--- src/rtl/bus_share_arbiter.sv ---
// Round-robin arbiter that lends one shared output register to NREQ requester lanes, one burst per grant.
// Optional beat limit per grant: define BUS_ARB_BURST_LIMIT_EN (limit set by MAX_BURST).
module bus_share_arbiter #(
    parameter int NREQ      = 2,
    parameter int DW        = 8,
    parameter int MAX_BURST = 4
) (
    input  logic               clk,
    input  logic               rst_n,
    input  logic [NREQ-1:0]    req_valid,
    input  logic [NREQ*DW-1:0] req_data,
    input  logic [NREQ-1:0]    req_last,
    output logic [NREQ-1:0]    req_ready,
    output logic [NREQ-1:0]    grant,
    output logic               out_valid,
    output logic [DW-1:0]      out_data,
    input  logic               out_ready,
    output logic               busy,
    output logic               flag
);

    localparam int OW = (NREQ > 1) ? $clog2(NREQ) : 1;

    typedef enum logic {
        ST_IDLE,
        ST_BURST
    } state_e;

    state_e            state_q, state_d;
    logic [OW-1:0]     owner_q, owner_d;
    logic [OW-1:0]     rr_ptr_q, rr_ptr_d;
    logic [NREQ-1:0]   grant_q, grant_d;
    logic              out_valid_q, out_valid_d;
    logic [DW-1:0]     out_data_q, out_data_d;

    logic [OW-1:0]     pick;
    logic              found;
    logic [OW-1:0]     owner_next;
    logic              beat;
    logic              owner_last;
    logic              limit_hit;

    // The owner may push a new beat whenever the register is empty or is being drained this cycle.
    assign req_ready  = grant_q & {NREQ{~out_valid_q | out_ready}};
    assign beat       = req_valid[owner_q] & req_ready[owner_q];
    assign owner_last = req_last[owner_q];
    assign owner_next = (owner_q == OW'(NREQ - 1)) ? '0 : owner_q + 1'b1;

    // First requesting lane at or above rr_ptr, wrapping around.
    always_comb begin
        pick  = '0;
        found = 1'b0;
        for (int k = 0; k < NREQ; k++) begin
            if (!found && req_valid[(int'(rr_ptr_q) + k) % NREQ]) begin
                found = 1'b1;
                pick  = OW'((int'(rr_ptr_q) + k) % NREQ);
            end
        end
    end

`ifdef BUS_ARB_BURST_LIMIT_EN
    localparam int CW = $clog2(MAX_BURST + 1);

    logic [CW-1:0] burst_cnt_q, burst_cnt_d;
    logic          flag_q, flag_d;

    assign limit_hit = ((burst_cnt_q + 1'b1) == CW'(MAX_BURST));

    // Holding the count at zero while idle is what clears it on entry to a burst.
    always_comb begin
        burst_cnt_d = burst_cnt_q;
        flag_d      = 1'b0;
        if (state_q == ST_IDLE) begin
            burst_cnt_d = '0;
        end else if (beat) begin
            burst_cnt_d = burst_cnt_q + 1'b1;
            flag_d      = limit_hit & ~owner_last;
        end
    end

    always_ff @(posedge clk or negedge rst_n) begin
        if (!rst_n) begin
            burst_cnt_q <= '0;
            flag_q      <= 1'b0;
        end else begin
            burst_cnt_q <= burst_cnt_d;
            flag_q      <= flag_d;
        end
    end

    assign flag = flag_q;
`else
    logic unused_max_burst;

    assign limit_hit        = 1'b0;
    assign flag             = 1'b0;
    assign unused_max_burst = (MAX_BURST > 0);
`endif

    always_comb begin
        // NOTE: every always_comb output gets a default first, so no path can infer a latch.
        state_d     = state_q;
        owner_d     = owner_q;
        rr_ptr_d    = rr_ptr_q;
        grant_d     = grant_q;
        out_valid_d = out_valid_q;
        out_data_d  = out_data_q;

        case (state_q)
            ST_IDLE: begin
                if (found) begin
                    state_d = ST_BURST;
                    owner_d = pick;
                    grant_d = NREQ'(1) << pick;
                end
            end
            ST_BURST: begin
                if (beat && (owner_last || limit_hit)) begin
                    state_d  = ST_IDLE;
                    grant_d  = '0;
                    rr_ptr_d = owner_next;
                end
            end
            default: state_d = ST_IDLE;
        endcase

        // A drain and a new beat in the same cycle keeps the register full with fresh data.
        if (beat) begin
            out_valid_d = 1'b1;
            out_data_d  = req_data[owner_q*DW +: DW];
        end else if (out_ready) begin
            out_valid_d = 1'b0;
        end
    end

    always_ff @(posedge clk or negedge rst_n) begin
        if (!rst_n) begin
            // NOTE: the data register is reset too, so a burst cut short by reset leaves nothing visible.
            state_q     <= ST_IDLE;
            owner_q     <= '0;
            rr_ptr_q    <= '0;
            grant_q     <= '0;
            out_valid_q <= 1'b0;
            out_data_q  <= '0;
        end else begin
            state_q     <= state_d;
            owner_q     <= owner_d;
            rr_ptr_q    <= rr_ptr_d;
            grant_q     <= grant_d;
            out_valid_q <= out_valid_d;
            out_data_q  <= out_data_d;
        end
    end

    assign grant     = grant_q;
    assign out_valid = out_valid_q;
    assign out_data  = out_data_q;
    assign busy      = (state_q != ST_IDLE) | out_valid_q;

endmodule

--- config.mk ---
export PLATFORM = sky130hd
export DESIGN_NAME = bus_share_arbiter
export DESIGN_NICKNAME = d
export VERILOG_FILES = /design/src/rtl/bus_share_arbiter.sv
export SDC_FILE = /design/constraint.sdc
export NUM_CORES = 1
export LEC_CHECK = 0
export CORE_AREA = 2 2 58 60
export CTS_CLUSTER_SIZE = 8
export DETAILED_ROUTE_END_ITERATION = 7
export DIE_AREA = 0 0 60 62
export DONT_BUFFER_PORTS = 1
export GPL_ROUTABILITY_DRIVEN = 0
export PLACE_DENSITY = 0.45
export SLEW_MARGIN = 20
export SYNTH_ARGS = -nofsm -noshare
export SYNTH_HDL_FRONTEND = slang
export SYNTH_SLANG_ARGS = --single-unit
--- constraint.sdc ---
create_clock -name clk -period 2.96 [get_ports clk]
set_clock_uncertainty 0.1 [all_clocks]
set_input_delay 0.74 -clock clk [delete_from_list [all_inputs] [get_ports clk]]
set_output_delay 0.74 -clock clk [all_outputs]
set_load 0.03 [all_outputs]
Word-level counts from Yosys, hierarchy flattened:

Index checks and enable logic that the tools add are counted.

* register bits: 14
* input bits: 23
* output and inout bits: 15
* word-level logic and storage cells: 53

* add/subtract/negate cells: 2
* magnitude comparators: 3
* equal/unequal tests: 2
* shift-type cells: 2
* multiplexer cells: 24
* bitwise gates (word level): 7
* reductions and logical operators: 7

Operators with widths (number)
* 1-bit two-way mux: 20
* 16-bit by 5-bit variable part select with 8-bit output: 1
* 2-bit AND reduction: 3
* 1-bit by 2-bit less-than comparator with 1-bit output, second input constant: 2
* 2-bit two-way mux: 2
* 2-bit case mux with 2 select lines: 1
* 2-bit by 3-bit less-than comparator with 1-bit output, second input constant: 1
* 1-bit adder, second input constant: 2
* 2-bit AND: 1
* 1-bit logical AND: 2
* 2-bit by 1-bit inequality test with 1-bit output, second input constant: 1
* 2-bit inequality test, second input constant: 1
* 1-bit inverter: 2
* 1-bit OR: 2
* 1-bit case mux with 2 select lines: 1
* 2-bit nonzero test: 1
* 1-bit by 1-bit left shift with 2-bit output, first input constant: 1
* 1-bit AND: 1
* 1-bit AND, first input constant: 1
* 1-bit zero test: 1

Longest topological paths before layout:

* depth after elaboration: 10
* gate-level depth with buffers: 4
* depth with buffers taken out: 4

Least setup slack after synthesis:

Ideal clock, no wire load.

* path type: input port to output port
* start: in out_ready
* end: out req_ready[0]
* arrival: 1.177 ns
* data required time: 2.120 ns
* setup slack: 0.943 ns
* stages on the path: 2
* buffers on the path: 0
* cells stage by stage: nand2b_4 -> and2_1

* word-level cells in the longest chain between the ends: 2

Ends and longest elaborated chain
* from (decl): line 17 `input logic out_ready,`
* 1-bit OR: line 44 `assign req_ready = grant_q & {NREQ{~out_valid_q | out_ready}};`
* 2-bit AND: line 44
* to (decl): line 13 `output logic [NREQ-1:0] req_ready,`

No other way between the ends.

Worst setup path in the final report:

* start: reg out_valid_q (netlist: out_valid)
* end: out req_ready[0]

* word-level cells in the longest chain between the ends: 3

Ends and longest elaborated chain
* from (decl): line 33 `logic out_valid_q, out_valid_d;`
* from (signal assigned): line 150 `out_valid_q <= out_valid_d;`
* 1-bit inverter: line 44
* 1-bit OR: line 44
* 2-bit AND: line 44

No other way between the ends.

==> results.toml <==
[die]
placementRows = 21
die_x_um = 60
core_um2 = 3179
chipHeight_um = 62
die_ar_um2 = 3720
io_pins = 38
initial_core_utilization_pct = 24.36

[grt]
grt_max_degree = 15
grt_antenna_before_repair = 0
grt_remaining_overflow = 0
grt_pass1_wl_mm = 2.208
globalRouteTotalUtil_pct = 8.779
first_global_vias = 443

[setup_path]
critPathLaunchType = "flop"
critical_path_class = "flop to primary output"
worst-endpoint-arrival_ns = 1.29
critical_path.endpoint_type = "primary output"
timing.critical_path.required_ns = 2.12
path_max_fanout = 5

[synth]
complex_gate_fraction_of_the_synthesized_area_pct = 4.200
synthAdderAreaFrac_pct = 0
synth_top_area_cell = "sky130_fd_sc_hd__dfrtp_1"
post_synth_xor_area_fraction_pct = 0
synth.lib_cells_used.distinct = 22
synth.avg_cell_area_um2 = 13.35
yosys-mux-area-fraction_pct = 31.83
sequential_cell_area_fraction_in_the_yosys_report_pct = 45.23
synth.cell_area_um2 = 774.5
netlist.area_leader.share_pct = 45.23
synth_simple_gate_area_share_pct = 15.35
post_synthesis_net_count = 81
synth_cells = 58
combinational_family_with_the_most_area_after_synthesis = "multiplexers"
ys_seq_elements = 14
synthesis.yosys.warnings = 0
synthTopCellsByArea = "sky130_fd_sc_hd__dfrtp_1 45%, sky130_fd_sc_hd__mux2_4 23%, sky130_fd_sc_hd__mux2_1 5.8%, sky130_fd_sc_hd__nand4_4 2.7%, sky130_fd_sc_hd__o21ai_0 1.9%"

[timing]
layout_min_cycle_time_ns = 2.134
setup_tns_ns = 0
headroom_to_the_max_slew_limit_pct = 58.74
max_clock_freq_ghz = 0.4685
rsz0062_at_grt = "false"
final-setup-viol-count = 0
tightest_slew_ns = 0.6188
timing.final.max_slew_violations = 0
timing.final.hold_violations = 0
finalHoldWorstSlack_ns = 0.05064
final_critical_path_share_of_the_clock_period_pct = 72.10

[clock_tree]
number_of_buffers_inserted_to_repair_setup_after_cts = 0
count_of_hold_buffers_inserted_by_post_cts_repair = 0
ctsLongestPathBuffers = 2
worst_setup_hold_path_clk_slew_ns = 0.08
clock_tree.root_cell = "sky130_fd_sc_hd__clkbuf_4"
post_cts.resized_instances = 0
tritoncts = "done"
clock_latency_ns = 0.27
ctsHtreeMaxLevel = 1
cts-buffers-inserted = 3
clkSinkCount = 14

[route]
vias = 456
avgRoutedWirePerCell_um = 14.10
detail_route.iter0.violations = 9
drt.antenna.violating_nets = 0
drc_errors = 0
postRouteWirelength_mm = 1.481
vias_per_cell = 4.343
first_pass_iters = 4

[final_layout]
synthToLayoutAreaGrowth_pct = 7.916
fillCellCount = 333
most_frequent_cells_in_the_layout = "14 x sky130_fd_sc_hd__dfrtp_1, 12 x sky130_fd_sc_hd__mux2_4, 4 x sky130_fd_sc_hd__nand2_1, 4 x sky130_fd_sc_hd__mux2_1"
drive_above_1_share_pct = 37.29
antenna_cells_inserted = 0
mostFrequentLayoutCell = "sky130_fd_sc_hd__dfrtp_1"
design.final.nets = 84

[power_and_ir_drop]
share_comb_of_total_power_pct = 32.8
power_per_cell_area_nw_per_um2 = 1138
ir_drop_v = 0.0003879
sw_frac_of_total_pct = 46.06
power.leakage_nw = 0.3695
power.net_switching_mw = 0.4380
p_clk_share_pct = 11.2
cell_internal_pwr_mw = 0.5130
share_seq_of_total_power_pct = 56.0

[place]
buffer_ports.inserted = 0
post-dp-hpwl_mm = 1.094

[flow_run]
drv_cap = 0

[outcome]
outcome = "complete, no violations"

[hold_path]
holdCritPathClass = "primary input to asynchronous set/reset pin"
power by group through the flow:
stage          clock, mW  combinational, mW  sequential (mW)
2_1_floorplan          0              0.319            0.491
3_3_place_gp           0              0.313            0.543
3_5_place_dp           0              0.315            0.543
4_1_cts            0.117              0.319            0.539
5_1_grt            0.129              0.339            0.552
6_report           0.107              0.312            0.532
sequential cells by signal (all words and copies together) (netlist names):
| register | count |
|---|---|
| out_data | 8 |
| out_valid | 1 |
| state_q | 1 |
| owner_q | 1 |
| grant | 2 |
| rr_ptr_q | 1 |
cell families (layout without fill, tap and decap cells):
| group | Yosys count | after routing |
|---|---|---|
| other cells | 1 | 1 |
| simple gates | 16 | 16 |
| flops | 14 | 14 |
| mux | 18 | 18 |
| buf+inv | 3 | 4 |
| compound gates | 6 | 6 |
area by class of cell:
type	instances	area, um2	share of cell area [%]
Clock buffer	3	22.52	2.695
Inverter	1	3.754	0.4491
Multi-Input combinational cell	41	401.6	48.05
Sequential cell	14	350.3	41.92
Tap cell	46	57.56	6.886
routing by layer:
metal / track usage (%) / vias up / share of wire [%]
met1: 9.252 / 219 / 43
met2: 14.13 / 28 / 47
met4: 3.810 / 0 / 0.54
met3: 5.383 / 2 / 9.2
met5: 0 / - / 0
li1: - / 207 / -
through the flow:
step / setup WS, ns / instance area, um2 / total power [mW] / cells / utilization [%]
2_1_floorplan: 0.9434 / 774.5 / 0.8093 / 58 / -
3_3_place_gp: 0.9141 / 813.3 / 0.8564 / 102 / 25.58
3_5_place_dp: 0.9140 / 813.3 / 0.8589 / 102 / 25.58
4_1_cts: 0.7904 / 835.8 / 0.9743 / 105 / 26.29
5_1_grt: 0.7397 / 835.8 / 1.020 / 105 / 26.29
6_report: 0.8257 / 835.8 / 0.9510 / 105 / 26.29
critical path, stage by stage (launching register included):
cell and delay [ns]:
sky130_fd_sc_hd__dfrtp_1 0.52, sky130_fd_sc_hd__nand2b_4 0.17, sky130_fd_sc_hd__and2_1 0.32
Yosys cell counts:
cell / count
sky130_fd_sc_hd__a21oi_1: 2
sky130_fd_sc_hd__and2_1: 2
sky130_fd_sc_hd__buf_4: 1
sky130_fd_sc_hd__buf_6: 1
sky130_fd_sc_hd__conb_1: 1
sky130_fd_sc_hd__dfrtp_1: 14
sky130_fd_sc_hd__inv_1: 1
sky130_fd_sc_hd__mux2_1: 4
sky130_fd_sc_hd__mux2_2: 1
sky130_fd_sc_hd__mux2_4: 12
sky130_fd_sc_hd__mux2i_1: 1
sky130_fd_sc_hd__nand2_1: 4
sky130_fd_sc_hd__nand2_4: 1
sky130_fd_sc_hd__nand2b_4: 1
sky130_fd_sc_hd__nand3_1: 1
sky130_fd_sc_hd__nand4_4: 1
sky130_fd_sc_hd__nand4b_2: 1
sky130_fd_sc_hd__nor2_1: 2
sky130_fd_sc_hd__nor3_1: 1
sky130_fd_sc_hd__o21ai_0: 3
sky130_fd_sc_hd__o21bai_1: 1
sky130_fd_sc_hd__or2_2: 2
path summary, 6_finish.rpt:
| kind | start | cells after the start | to | slack (ns) |
|---|---|---|---|---|
| setup / recovery | out_valid | 2 | req_ready[0] | 0.83 |
| hold / removal | rst_n | 0 | out_data[4] | 0.05 |
| setup reg to reg | owner_q | 3 | out_data[6] | 1.21 |
| hold reg to reg | rr_ptr_q | 2 | rr_ptr_q | 0.44 |
| max in group asynchronous | rst_n | 0 | state_q | 2.64 |
| min in group clk | rr_ptr_q | 2 | rr_ptr_q | 0.44 |
(Power assumes the default switching activity.)
==> RTL change: new RTL, same flow settings <==
Build with the macro `BUS_ARB_BURST_LIMIT_EN` defined.
--- a/src/rtl/bus_share_arbiter.sv
+++ b/src/rtl/bus_share_arbiter.sv
@@ -1,5 +1,7 @@
 // Round-robin arbiter that lends one shared output register to NREQ requester lanes, one burst per grant.
 // Optional beat limit per grant: define BUS_ARB_BURST_LIMIT_EN (limit set by MAX_BURST).
+`define BUS_ARB_BURST_LIMIT_EN
+
 module bus_share_arbiter #(
     parameter int NREQ      = 2,
     parameter int DW        = 8,
Behaviour: not the same (Yosys sat finds a counterexample within 10 cycles, from zero or initial values and one cycle with rst_n low).
==> RTL change against the unedited design <==
  * Count of clock-buffer cells in the layout increased by 1
  * Area after synthesis is 22% higher
  * Combinational power increased by 8.0%
  * Power increased by 18%
  * Wire length rose by 39%
  * Sequential cell count grew 4
  * Final area rose by 23%
  * Final cell count is 31% higher
  * First-iteration DRC count grew 120%
  * Die area unchanged
  * Via count rose by 54%
  * Setup slack lost 0.016 ns
==> RTL change: results (changes against the unedited design) <==
----------------------------------------------------
[Synth]
  Fraction of the yosys area taken by sequential cells ... 47.81% (was 45.23%)
  Netlist cell types ... 30 (was 22)
  Share of flip-flops with an asynchronous set or reset after synthesis ... 100.0% (unchanged)
  Top area cells in the synthesized netlist ... sky130_fd_sc_hd__dfrtp_1 (48%), sky130_fd_sc_hd__mux2i_1 (11%), sky130_fd_sc_hd__a21oi_1 (5.8%) (was sky130_fd_sc_hd__dfrtp_1 (45%), sky130_fd_sc_hd__mux2_4 (23%), sky130_fd_sc_hd__mux2_1 (5.8%))
  Number of warnings issued by yosys ... 0 (unchanged)
  Most instantiated cells after synthesis ... sky130_fd_sc_hd__dfrtp_1 (18), sky130_fd_sc_hd__a21oi_1 (11), sky130_fd_sc_hd__nor3_1 (11) (was sky130_fd_sc_hd__dfrtp_1 (14), sky130_fd_sc_hd__mux2_4 (12), sky130_fd_sc_hd__mux2_1 (4), sky130_fd_sc_hd__nand2_1 (4), sky130_fd_sc_hd__o21ai_0 (3))
  Nets in the synthesized netlist ... 115 (was 81)

[Pwr]
  Leakage power summed over all cells ... 0.0004487 uW (was 0.0003695 uW)
  Largest vdd supply drop ... 0.4503 mV (was 0.3879 mV)

[Worst setup path]
  Arrival time worst endpoint ... 1.31 ns (was 1.29 ns)
  Flop-to-flop setup slack ... 1.07 ns (was 1.21 ns)
  Slowest CP cell ... sky130_fd_sc_hd__dfrtp_1 (unchanged)
  Max Fanout on Critical Path ... 7 (was 5)
  Reg2reg end ... rr_ptr_q (was out_data[6])

[STA]
  Slew at the pin closest to its max-slew limit ... 0.8577 ns (was 0.6188 ns)

[Status]
  Outcome ... finished clean (unchanged)

[Clock network]
  Clock buffer depth ... 2 (unchanged)
  Clock Pin Slew Worst Setup and Hold Paths ... 0.11 ns (was 0.08 ns)
  CTS resizes ... 0 (unchanged)
  Number of H-tree levels ... 1 (unchanged)
  Clock latency on the worst-skew pair ... 0.29 ns (was 0.27 ns)

[Global routing]
  Total Routing Usage GR ... 11.94% (was 8.779%)
  Wire length of the first global-routing pass ... 3291 um (was 2208 um)
  Largest net degree at the start of global routing ... 19 (was 15)
  Via count of the first global-routing pass ... 689 (was 443)

[Worst hold path]
  Worst hold path cell count ... 1
  Hold Crit Endpoint ... owner_q
  Startpoint of the tightest hold check path ... req_valid[0]
  Worst hold path class ... in2reg (was in2async)

[Placed design]
  Post-Place Worst Slack ... 0.9266 ns (was 0.9140 ns)
  Post-DP HPWL ... 1448 um (was 1094 um)

[Drt]
  Final routed wirelength across all metal layers ... 2053 um (was 1481 um)
  Vias post-DR ... 701 (was 456)
  DRC marker count from the first detailed-route iteration ... 20 (was 9)

[Final layout]
  Share of post-route cells with drive strength above 1 ... 14.13% (was 37.29%)

----------------------------------------------------
-- RTL change: how the worst max path moves through the flow --
stage | start | end | slack (ns) | depth (start not counted)
2_1_floorplan | out_ready | req_ready[0] | 0.95 | 2
3_3_place_gp | out_ready | req_ready[0] | 0.93 | 2
3_5_place_dp | out_ready | req_ready[0] | 0.93 | 2
4_1_cts | out_valid | req_ready[0] | 0.79 | 2
5_1_grt | out_valid | req_ready[1] | 0.73 | 2
6_report | out_valid | req_ready[0] | 0.81 | 2
-- RTL change: logic make-up after synthesis --
logic type | synth area share [%]
AOI/OAI and AO/OA | 14.87
xor gates and xnor gates | 0.9298
adders and majority gates | 2.656
buffers and inverters | 2.788
DFF | 47.81
muxes | 11.82
and+or+nand+nor | 19.12
-- RTL change: metal layers --
layer / global-route usage [%] / vias up / part of all wire [%]
met1: 15.73 / 328 / 46
met4: 2.857 / 0 / 0.73
met3: 4.969 / 2 / 9.8
met2: 18.32 / 37 / 44
li1: - / 334 / -
met5: 0 / - / 0
-- RTL change: where the power goes --
part,leakage (uW),internal (uW),switching [uW]
registers,0.000212,349,279
logic,0.000216,158,180
clock network,0.0000210,74.9,78.8
-- RTL change: layout make-up --
type                       instances  area [um2]
clock buffer                       4       36.28
fill                             329        2148
inverter                           3       11.26
multi-input combinational         66       465.4
sequential                        18       450.4
tap                               46       57.56
timing repair buffer               1       10.01
-- RTL change: repair_timing --
action | in CTS | in global routing
setup buffers | 0 | 0
hold buffers | 0 | 1
hold endpoints to repair | 0 | 18
-- RTL change: per-stage QoR --
step	utilization (%)	cells	hold slack [ns]	cell area, um2
finish	32.43	138	0.4370	1031
global route	32.43	138	0.4165	1031
CTS	32.11	137	0.006702	1021
detailed placement	30.97	133	0.3449	984.7
global placement	30.97	133	0.3448	984.7
floorplan	-	90	0.3444	942.2
